**config.mk**
```make
export PLATFORM = sky130hd
export DESIGN_NAME = uart_prog_loader
export DESIGN_NICKNAME = d
export VERILOG_FILES = /design/src/rtl/uart_prog_loader_pkg.sv /design/src/rtl/uart_rx.sv /design/src/rtl/uart_prog_loader.sv
export SDC_FILE = /design/constraint.sdc
export NUM_CORES = 1
export LEC_CHECK = 0
export CAP_MARGIN = 20
export CORE_ASPECT_RATIO = 1.5
export CORE_MARGIN = 8
export CORE_UTILIZATION = 61
export CTS_BUF_LIST = sky130_fd_sc_hd__clkbuf_2
export DETAILED_ROUTE_END_ITERATION = 12
export HOLD_SLACK_MARGIN = 0.05
export PLACE_DENSITY = 0.83
export REMOVE_ABC_BUFFERS = 1
export SLEW_MARGIN = 20
export SYNTH_ARGS = -nofsm -noshare
export SYNTH_HDL_FRONTEND = slang
export SYNTH_SLANG_ARGS = --single-unit
```
**constraint.sdc**
```tcl
create_clock -name clock -period 3.5 [get_ports clock]
set_clock_uncertainty 0.15 [all_clocks]
set_input_delay 0.7 -clock clock [delete_from_list [all_inputs] [get_ports clock]]
set_output_delay 0.7 -clock clock [all_outputs]
set_load 0.05 [all_outputs]
```
**src/rtl/uart_prog_loader_pkg.sv**
```systemverilog
// Shared definitions for the UART program loader: sync byte, loader and RX state encodings.
package uart_prog_loader_pkg;

  localparam logic [7:0] SYNC_BYTE = 8'hA5;

  typedef enum logic [3:0] {
    LD_IDLE, LD_SYNC, LD_LEN_H, LD_LEN_L, LD_DATA_H,
    LD_DATA_L, LD_WRITE, LD_CSUM, LD_DONE, LD_ERR
  } ld_state_e;

  typedef enum logic [2:0] {
    RX_IDLE, RX_START, RX_DATA, RX_STOP, RX_DONE
  } rx_state_e;

  // States in which timeout, load_en drop and framing errors abort the load.
  function automatic logic abortable(ld_state_e s);
    return !(s inside {LD_IDLE, LD_SYNC, LD_DONE, LD_ERR});
  endfunction

endpackage

```
**src/rtl/uart_rx.sv**
```systemverilog
// 8N1 UART receiver: 2-FF synchroniser, start-bit glitch filter, centre sampling, stop-bit check.
module uart_rx
  import uart_prog_loader_pkg::*;
#(
  parameter int CLKS_PER_BIT = 434
) (
  input  logic       clock,
  input  logic       rst_n,
  input  logic       rxd,
  output logic [7:0] rx_byte,
  output logic       byte_valid,
  output logic       frame_err,
  output logic       active
);
  localparam int CW = $clog2(CLKS_PER_BIT + 1);
  localparam logic [CW-1:0] HALF = CW'(CLKS_PER_BIT / 2 - 1);
  localparam logic [CW-1:0] FULL = CW'(CLKS_PER_BIT - 1);

  rx_state_e      state, state_nxt;
  logic [1:0]     sync;
  logic           rx_s, rx_prev;
  logic [CW-1:0]  cnt;
  logic [2:0]     bit_idx;
  logic [7:0]     shreg;
  logic           stop_ok;

  assign rx_s = sync[1];

  always_comb begin
    state_nxt = state;
    case (state)
      RX_IDLE:  if (rx_prev && !rx_s) state_nxt = RX_START;
      RX_START: if (cnt == HALF) state_nxt = rx_s ? RX_IDLE : RX_DATA;
      RX_DATA:  if (cnt == FULL && bit_idx == 3'd7) state_nxt = RX_STOP;
      RX_STOP:  if (cnt == FULL) state_nxt = RX_DONE;
      RX_DONE:  state_nxt = RX_IDLE;
      default:  state_nxt = RX_IDLE;
    endcase
  end

  // bit_idx wraps back to 0 after the eighth data bit, so it needs no explicit clear.
  always_ff @(posedge clock or negedge rst_n) begin
    if (!rst_n) begin
      sync    <= 2'b11;
      rx_prev <= 1'b1;
      state   <= RX_IDLE;
      cnt     <= '0;
      bit_idx <= '0;
      shreg   <= '0;
      stop_ok <= 1'b0;
    end else begin
      sync    <= {sync[0], rxd};
      rx_prev <= rx_s;
      state   <= state_nxt;
      if (state != state_nxt || cnt == FULL) cnt <= '0;
      else                                   cnt <= cnt + CW'(1);
      if (state == RX_DATA && cnt == FULL) begin
        shreg   <= {rx_s, shreg[7:1]};
        bit_idx <= bit_idx + 3'd1;
      end
      if (state == RX_STOP && cnt == FULL) stop_ok <= rx_s;
    end
  end

  assign rx_byte    = shreg;
  assign byte_valid = (state == RX_DONE) && stop_ok;
  assign frame_err  = (state == RX_DONE) && !stop_ok;
  assign active     = (state != RX_IDLE);

endmodule

```
**src/rtl/uart_prog_loader.sv**
```systemverilog
// UART program loader: parses A5/LEN/words/checksum frames and writes words into the RAM port.
// The system top muxes mem_* into the RAM and gates the core's ce while cpu_hold is set.
module uart_prog_loader
  import uart_prog_loader_pkg::*;
#(
  parameter int CLKS_PER_BIT = 434,
  parameter int ADDR_W       = 12,
  parameter int TIMEOUT_CLKS = 5_000_000
) (
  input  logic              clock,
  input  logic              rst_n,
  input  logic              rxd,
  input  logic              load_en,
  output logic [ADDR_W-1:0] mem_addr,
  output logic [15:0]       mem_data,
  output logic              mem_wren,
  output logic              cpu_hold,
  output logic              busy,
  output logic              done,
  output logic              err,
  output logic [15:0]       word_cnt
);
  localparam int TW = $clog2(TIMEOUT_CLKS + 1);
  localparam logic [TW-1:0] TMO_MAX = TW'(TIMEOUT_CLKS);
  localparam logic [16:0]   MAX_LEN = 17'(1) << ADDR_W;

  ld_state_e      state, state_nxt;
  logic [7:0]     rx_byte;
  logic           byte_valid, frame_err, rx_active;
  logic           load_q, load_rise, load_fall;
  logic [15:0]    len;
  logic [16:0]    len_rx;
  logic [7:0]     word_hi, sum;
  logic [15:0]    word_cnt_nxt;
  logic [TW-1:0]  tmo;
  logic           timeout;

  uart_rx #(.CLKS_PER_BIT(CLKS_PER_BIT)) u_rx (
    .clock      (clock),
    .rst_n      (rst_n),
    .rxd        (rxd),
    .rx_byte    (rx_byte),
    .byte_valid (byte_valid),
    .frame_err  (frame_err),
    .active     (rx_active)
  );

  assign load_rise    = load_en && !load_q;
  assign load_fall    = !load_en && load_q;
  assign len_rx       = {1'b0, len[15:8], rx_byte};
  assign word_cnt_nxt = (word_cnt == 16'hFFFF) ? word_cnt : word_cnt + 16'd1;
  assign timeout      = (tmo == TMO_MAX);

  always_comb begin
    state_nxt = state;
    case (state)
      LD_IDLE:   if (load_rise) state_nxt = LD_SYNC;
      LD_SYNC:   if (byte_valid && rx_byte == SYNC_BYTE) state_nxt = LD_LEN_H;
      LD_LEN_H:  if (byte_valid) state_nxt = LD_LEN_L;
      LD_LEN_L:
        if (byte_valid) begin
          if (len_rx > MAX_LEN)    state_nxt = LD_ERR;
          else if (len_rx == '0)   state_nxt = LD_CSUM;
          else                     state_nxt = LD_DATA_H;
        end
      LD_DATA_H: if (byte_valid) state_nxt = LD_DATA_L;
      LD_DATA_L: if (byte_valid) state_nxt = LD_WRITE;
      LD_WRITE:  state_nxt = (word_cnt_nxt == len) ? LD_CSUM : LD_DATA_H;
      LD_CSUM:   if (byte_valid) state_nxt = (rx_byte == sum) ? LD_DONE : LD_ERR;
      LD_DONE,
      LD_ERR:    if (!load_en) state_nxt = LD_IDLE;
      default:   state_nxt = LD_IDLE;
    endcase
    // An arriving byte takes priority over a timeout expiring in the same cycle.
    if (abortable(state) && (frame_err || load_fall || (timeout && !byte_valid)))
      state_nxt = LD_ERR;
  end

  always_ff @(posedge clock or negedge rst_n) begin
    if (!rst_n) state <= LD_IDLE;
    else        state <= state_nxt;
  end

  always_ff @(posedge clock or negedge rst_n) begin
    if (!rst_n) begin
      load_q   <= 1'b0;
      tmo      <= '0;
      len      <= '0;
      word_hi  <= '0;
      sum      <= '0;
      word_cnt <= '0;
      mem_addr <= '0;
      mem_data <= '0;
      cpu_hold <= 1'b0;
      done     <= 1'b0;
      err      <= 1'b0;
    end else begin
      load_q <= load_en;
      // Only genuinely idle line time counts; a byte in flight keeps the timer cleared.
      if (!abortable(state) || byte_valid || rx_active) tmo <= '0;
      else if (!timeout)                                tmo <= tmo + TW'(1);
      case (state)
        LD_IDLE:
          if (load_rise) begin
            done     <= 1'b0;
            err      <= 1'b0;
            word_cnt <= '0;
            sum      <= '0;
            cpu_hold <= 1'b1;
          end
        LD_LEN_H: if (byte_valid) len[15:8] <= rx_byte;
        LD_LEN_L: if (byte_valid) len[7:0]  <= rx_byte;
        LD_DATA_H:
          if (byte_valid) begin
            word_hi <= rx_byte;
            sum     <= sum + rx_byte;
          end
        LD_DATA_L:
          if (byte_valid) begin
            sum <= sum + rx_byte;
            if (state_nxt == LD_WRITE) begin
              mem_addr <= word_cnt[ADDR_W-1:0];
              mem_data <= {word_hi, rx_byte};
            end
          end
        LD_WRITE: word_cnt <= word_cnt_nxt;
        default: ;
      endcase
      if (state_nxt == LD_DONE && state != LD_DONE) begin
        done     <= 1'b1;
        cpu_hold <= 1'b0;
      end
      if (state_nxt == LD_ERR && state != LD_ERR) err <= 1'b1;
    end
  end

  assign mem_wren = (state == LD_WRITE);
  assign busy     = !(state inside {LD_IDLE, LD_DONE, LD_ERR});

endmodule

```
==> results of run 1 <==
[layout make-up]
class,count,area [µm²]
fill,875,3450
multi-input combinational,487,3450
sequential,134,3360
timing repair buffer,72,683
tap,150,188
clock inverter,15,179
clock buffer,17,85.1
inverter,22,82.6
[cell families after synthesis]
| logic type | Yosys count |
|---|---|
| AOI/OAI and AO/OA | 106 |
| buffers and inverters | 57 |
| DFF | 134 |
| xor gates and xnor gates | 47 |
| muxes | 62 |
| adders and majority gates | 16 |
| and+or+nand+nor | 256 |
[state kept, by name, indices dropped and copies added (netlist names), 2 cells and up]
register      count
word_hi           8
len              16
u_rx.sync         2
u_rx.rx_byte      8
sum               8
u_rx.bit_idx      3
u_rx.state        3
mem_data         16
word_cnt         16
mem_addr         12
tmo              23
u_rx.cnt          9
state             4
[through the flow]
stage | cells | power (mW) | hold WS [ns] | utilization, %
2_1_floorplan | 643 | 2.07 | 0.195 | -
3_3_place_gp | 864 | 2.26 | 0.196 | 67.5
3_5_place_dp | 864 | 2.28 | 0.198 | 67.5
4_1_cts | 897 | 3.28 | 0.209 | 69.9
5_1_grt | 897 | 3.41 | 0.202 | 69.9
6_report | 897 | 3.26 | 0.219 | 69.9
[synth_stat cells, types with 16 or more instances]
library cell and count:
sky130_fd_sc_hd__dfrtp_1 131, sky130_fd_sc_hd__nor2_1 65, sky130_fd_sc_hd__nand2_1 44, sky130_fd_sc_hd__mux2_2 38, sky130_fd_sc_hd__o21ai_0 36, sky130_fd_sc_hd__nand3_1 32, sky130_fd_sc_hd__xor2_1 25, sky130_fd_sc_hd__xnor2_1 22
sky130_fd_sc_hd__a21oi_1 21, sky130_fd_sc_hd__inv_1 20, sky130_fd_sc_hd__mux2_4 20, sky130_fd_sc_hd__clkbuf_1 17, sky130_fd_sc_hd__nor3_1 17, sky130_fd_sc_hd__nor4_1 16
[power by group]
group	switching (mW)	internal (mW)	total, mW
registers	0.127	1.62	1.75
logic	0.324	0.183	0.507
clock network	0.602	0.402	1.00
total	1.05	2.21	3.26
[layer usage]
metal  vias to the layer above  GRT usage [%]
li1                       2543              -
met1                      2801           25.2
met2                       186           40.2
met3                        36           4.50
met4                         0           10.4
met5                         -              0
[worst max-delay path by stage]
| stage | from | to | slack [ns] |
|---|---|---|---|
| floorplan | u_rx.rx_byte[1] | mem_data[0] | 0.09 |
| global placement | load_en | mem_addr[4] | 0.54 |
| detailed placement | u_rx.rx_byte[7] | mem_data[0] | 0.45 |
| CTS | state[0] | busy | 0.23 |
| global route | state[0] | busy | 0.11 |
| finish | state[0] | mem_wren | 0.27 |
[what timing repair did]
action	CTS	global route
hold endpoints to repair	61	0
hold buffers	1	0
gates resized for setup	1	0
endpoints found under the setup margin	1	0
==> out/metrics.cfg, run 1 <==
[critical_path]
crit_type=flip-flop to output port
r2r_end=state[1]
cp_max_fo=10
ff2ff_setup_slack_ns=0.30
cp_data_required_time_ns=2.65
worst-path-stages=6
critPathMostFrequentCell=sky130_fd_sc_hd__buf_4
critical_path.reg2reg.startpoint=word_cnt[0]
crit_arrival_ns=2.38
cp_num_buf_inv=4
worst_setup_path_end_kind=output port
worstPathCellList=clkinv_1 -> nand2_1 -> or3_1 -> inv_2 -> buf_4 -> buf_4
critical_path.slowest_cell=sky130_fd_sc_hd__dfrtp_1
critical_path.top_delay_family=buffers and inverters
critPathLaunchType=flip-flop
r2r_cells=8
crit_path_max_incr_delay_ns=0.51

[synth]
synth_xor_xnor_area_share_pct=5.76
synthTopCellsByArea=sky130_fd_sc_hd__dfrtp_1, sky130_fd_sc_hd__mux2_2, sky130_fd_sc_hd__mux2_4, sky130_fd_sc_hd__nor2_1, sky130_fd_sc_hd__xor2_1
postSynth.asyncResetShare_pct=100
synth_top_area_share_pct=45.9
synth_mux_area_share_pct=10.8
average_cell_area_after_synthesis_um2=10.5
synth_enable_flop_cells=0
synthFlopType=sky130_fd_sc_hd__dfrtp_1
largest_family_of_logic_cells_by_synthesized_area=simple AND/OR/NAND/NOR gates
ys_ff_latch=134
sequential_element_share_of_the_synthesized_area_pct=47.0
synth.distinct_cells=74
syn_area_mm2=0.00714
synth-compound-area-share_pct=9.57
syn_inst=678
synth-simple-area-share_pct=19.3
synth.yosys.warnings=0
synth_largest_area_cell=sky130_fd_sc_hd__dfrtp_1
post_synth_fa_ha_maj_area_fraction_pct=2.91

[power]
ir_worst_vdd_mv=0.309
power_leakage_nw=3.52
power-per-cell-area_mw_per_mm2=406

[cts]
cts_inserted_buffers=17
clk_path_buf_depth=2
cts_tree=done
cts_num_sinks=134
cts_setup_buffers=0
cts-htree-levels=4
clk_root_buffer_cell=sky130_fd_sc_hd__clkbuf_2
clock_latency_ns=0.69
cts.reportedPaths.clkPinSlew_ns=0.20

[place]
io_buffer_count=52
detailed_place_hpwl_um=11900
gp_congestion=0.897
post_dp_cell_area_mm2=0.00775
detailedPlace.worstSlack_ns=0.448

[global_route]
grt-ovfl-total=0
pin_count_of_the_biggest_net_entering_global_routing=65
grt.total_usage_pct=22.5
grt_antenna_before_repair=0
grt_pass1_wl_um=28400
vias_in_the_first_global_route=5712

[routing]
detail_route.iter0.violations=265
drc=0
route.met3.wl_um=727
viasPerCell=6.21
wl_um=16900
route.layer.met1.wl_um=6690
final_antenna_net_count=0
drt_pre_antenna_iters=5
met2_wirelength_um=9070
detailroute.via_count=5566
route.detailed.wl_per_inst_um=18.9
maxUsedRoutingLayer=met4

[timing]
hold_violation_count_in_the_final_report=0
totalNegativeSetupSlack_ns=0
max_freq_mhz=310
maxSlewViolCount=0
rsz0062_at_grt=false
layout_setup_ws_ns=0.274
worstMarginPinSlew_ns=0.995
layout_worst_path_cycle_share_pct=92.2
finalSetupViolations=0
slew_headroom_pct=33.1
min_period_ns=3.23

[die]
die_width_um=104
floorplan.rows=48
pin_count=53
core_mm2=0.0115
floorplan.initialDensity_pct=62.3
floorplan.die_area_mm2=0.0155
die_h_um=149

[layout]
commonest_non_fill_non_tap_cells_in_the_layout=sky130_fd_sc_hd__dfrtp_1, sky130_fd_sc_hd__nor2_1, sky130_fd_sc_hd__clkdlybuf4s50_1
layout-drive-gt1-share_pct=17.0
areaGrowthSynthToFinish_pct=12.3
most_common_library_cell_in_the_layout_ignoring_fill_and_taps=sky130_fd_sc_hd__dfrtp_1
stdcell_area_mm2=0.00802
antennaDiodeCount=0
net_count_of_the_finished_layout=754

[worst_hold_path]
cell_count_of_the_worst_hold_path=0
min_path_type=flip-flop to flip-flop
min_from=u_rx.sync[0]
end_point_of_the_most_critical_hold_path=u_rx.sync[1]

[status]
run_status=finished, final reports clean

[job]
maximum_capacitance_violations=0

Note: power is estimated with default switching activity, not from simulation.
==> run 2: changes to the inputs <==
--- a/config.mk
+++ b/config.mk
@@ -8,11 +8,11 @@
 export CAP_MARGIN = 20
 export CORE_ASPECT_RATIO = 1.5
 export CORE_MARGIN = 8
-export CORE_UTILIZATION = 61
+export CORE_UTILIZATION = 55
 export CTS_BUF_LIST = sky130_fd_sc_hd__clkbuf_2
 export DETAILED_ROUTE_END_ITERATION = 12
 export HOLD_SLACK_MARGIN = 0.05
-export PLACE_DENSITY = 0.83
+export PLACE_DENSITY = 0.79
 export REMOVE_ABC_BUFFERS = 1
 export SLEW_MARGIN = 20
 export SYNTH_ARGS = -nofsm -noshare
==> constraint.sdc (replaced) <==
create_clock -name clock -period 2.72 [get_ports clock]
set_clock_uncertainty 0.15 [all_clocks]
set_input_delay 0.544 -clock clock [delete_from_list [all_inputs] [get_ports clock]]
set_output_delay 0.544 -clock clock [all_outputs]
set_load 0.05 [all_outputs]
==> run 2 against run 1 <==
Against the previous run:
- the flow now finishes with violations (setup timing)
- count of clock-buffer cells in the layout up 1
- register-to-register slack got worse by 0.42 ns
- die area is 9.5% higher
- critical path depth increased by 3
- critical path type is now flip-flop to flip-flop
==> out/metrics.cfg, run 2 (synthesis results as in run 1) <==
[layout]
areaGrowthSynthToFinish_pct=21.4
largest_reg_flops=23  ; unchanged
most_common_library_cell_in_the_layout_ignoring_fill_and_taps=sky130_fd_sc_hd__dfrtp_1
registers.top_by_ff_count=tmo
net_count_of_the_finished_layout=814  ; +8.0%
layout.filler_cells=944  ; +7.9%
stdcell_area_mm2=0.00867  ; +8.1%
layout-drive-gt1-share_pct=24.3  ; +7.3 points
ff_latch_area_mm2=0.00336  ; unchanged
multiInputGateArea_mm2=0.00351  ; +1.9%
commonest_non_fill_non_tap_cells_in_the_layout=sky130_fd_sc_hd__dfrtp_1, sky130_fd_sc_hd__buf_4, sky130_fd_sc_hd__nor2_1

[critical_path]
critPathLaunchType=flip-flop
cp_num_buf_inv=2  ; -2
crit_arrival_ns=3.27  ; +0.89 ns
critical_path.slowest_cell=sky130_fd_sc_hd__or4_4
critical_path.top_delay_family=simple AND/OR/NAND/NOR gates
r2r_cells=9  ; +1
crit_type=flip-flop to flip-flop
cp_data_required_time_ns=3.15  ; +0.50 ns
worstPathCellList=or4_4 -> nand3b_4 -> a211o_1 -> o21ai_2 -> nand3_4 -> nor3_4 -> buf_6 -> buf_12 -> mux2_4
crit_path_max_incr_delay_ns=0.53  ; +0.02 ns
worst_setup_path_end_kind=flip-flop
worst-path-stages=9  ; +3
cp_max_fo=6  ; -4

[global_route]
grt_antenna_before_repair=1  ; +1
pin_count_of_the_biggest_net_entering_global_routing=41  ; -37%
grt.total_usage_pct=22.4  ; -0.14 points
grt_pass1_wl_um=29600  ; +4.4%
grt-ovfl-total=0  ; unchanged
vias_in_the_first_global_route=5866  ; +2.7%

[cts]
clock_latency_ns=0.72  ; +0.03 ns
cts.reportedPaths.clkPinSlew_ns=0.21  ; about the same
clk_root_buffer_cell=sky130_fd_sc_hd__clkbuf_2
cts_tree=done
cts_inserted_buffers=17  ; unchanged
cts-htree-levels=4  ; unchanged
clk_path_buf_depth=2  ; unchanged
cts_num_sinks=134  ; unchanged

[place]
gp_congestion=0.895  ; -0.23%
detailed_place_hpwl_um=12900  ; +8.3%
post_dp_cell_area_mm2=0.00819  ; +5.7%
io_buffer_count=52  ; unchanged

[routing]
drc=0  ; unchanged
final_antenna_net_count=0  ; unchanged
wl_um=18400  ; +8.8%
detail_route.iter0.violations=323  ; +22%
drt_pre_antenna_iters=5  ; unchanged
detailroute.via_count=5762  ; +3.5%
viasPerCell=5.96  ; -4.0%
route.detailed.wl_per_inst_um=19.0  ; +0.93%

[timing]
finalSetupViolations=17  ; +17
hold_violation_count_in_the_final_report=0  ; unchanged
max_freq_mhz=352
layout_worst_path_cycle_share_pct=104
worstMarginPinSlew_ns=0.755  ; -0.239 ns
layout_setup_ws_ns=-0.121  ; -0.395 ns
min_period_ns=2.84
maxSlewViolCount=0  ; unchanged
rsz0062_at_grt=true
slew_headroom_pct=49.6  ; +17 points

[power]
ir_worst_vdd_mv=0.429  ; +39%
total_power_mw=4.38  ; +35%
power_leakage_nw=4.17  ; +18%
power-per-cell-area_mw_per_mm2=506  ; +24%

[die]
pin_count=53  ; unchanged
core_mm2=0.0128  ; +12%
die_width_um=109  ; +4.5%
floorplan.die_area_mm2=0.0170  ; +9.5%
die_h_um=156  ; +4.7%
floorplan.initialDensity_pct=55.7  ; -6.6 points
floorplan.rows=51  ; +6.3%

[job]
maximum_capacitance_violations=0  ; unchanged

[worst_hold_path]
min_path_type=input pin to asynchronous set/reset pin

[status]
run_status=finished, violations left
violations_in_the_final_reports=setup timing

## run 2: path summary, 6_finish.rpt
check | from | endpoint | slack [ns]
worst max-delay path | u_rx.rx_byte[3] | mem_addr[4] | -0.12
worst min-delay path | rst_n | len[13] | 0.19
worst max register to register | u_rx.rx_byte[3] | mem_addr[4] | -0.12
worst min register to register | u_rx.sync[0] | u_rx.sync[1] | 0.21
max in group asynchronous | rst_n | mem_data[6] | 1.54
min in group clock | u_rx.sync[0] | u_rx.sync[1] | 0.21
## run 2: through the flow
step	TNS, ns	std cells	hold WS (ns)	setup WS, ns	utilization [%]
2_1_floorplan	-21.53	643	0.0984	-0.689	-
3_3_place_gp	-0.643	924	0.195	-0.0307	63.8
3_5_place_dp	-2.05	924	0.199	-0.111	63.8
4_1_cts	-1.88	962	0.158	-0.0922	66.6
5_1_grt	-2.25	967	0.189	-0.157	67.6
6_report	-1.40	967	0.195	-0.121	67.6
## run 2: routing by layer
layer	global-route usage (%)	up-vias	routed length, µm
met2	40.7	190	10000
met4	12.4	0	755
met5	0	-	0
li1	-	2669	-
met1	23.5	2843	6680
met3	3.80	60	972
## run 2: area by class of cell
cell class / instances / share of cell area, %
clock inverter: 14 / 2.29
sequential: 134 / 38.7
clock buffer: 18 / 1.04
timing repair buffer: 132 / 14.2
multi-input combinational: 487 / 40.5
inverter: 22 / 0.952
antenna: 1 / 0.0289
tap: 159 / 2.29
## run 2: worst register-to-register path, stage by stage, from the launching register on
cell and delay, ns:
sky130_fd_sc_hd__dfrtp_1 0.45, sky130_fd_sc_hd__or4_4 0.53, sky130_fd_sc_hd__nand3b_4 0.17, sky130_fd_sc_hd__a211o_1 0.30, sky130_fd_sc_hd__o21ai_2 0.20, sky130_fd_sc_hd__nand3_4 0.11, sky130_fd_sc_hd__nor3_4 0.20, sky130_fd_sc_hd__buf_6 0.18
sky130_fd_sc_hd__buf_12 0.14, sky130_fd_sc_hd__mux2_4 0.31
## run 2: repair_timing
action	CTS	global route
pin swaps	0	6
endpoints found under the setup margin	47	51
hold buffers	2	0
hold endpoints to repair	86	0
resized for setup	27	28
gates cloned	1	1
buffers inserted	3	4
## run 2: power by group
group | leakage [nW] | switching, mW | internal (mW)
registers | 1.84 | 0.0888 | 2.09
logic | 2.17 | 0.514 | 0.286
clock network | 0.159 | 0.791 | 0.617
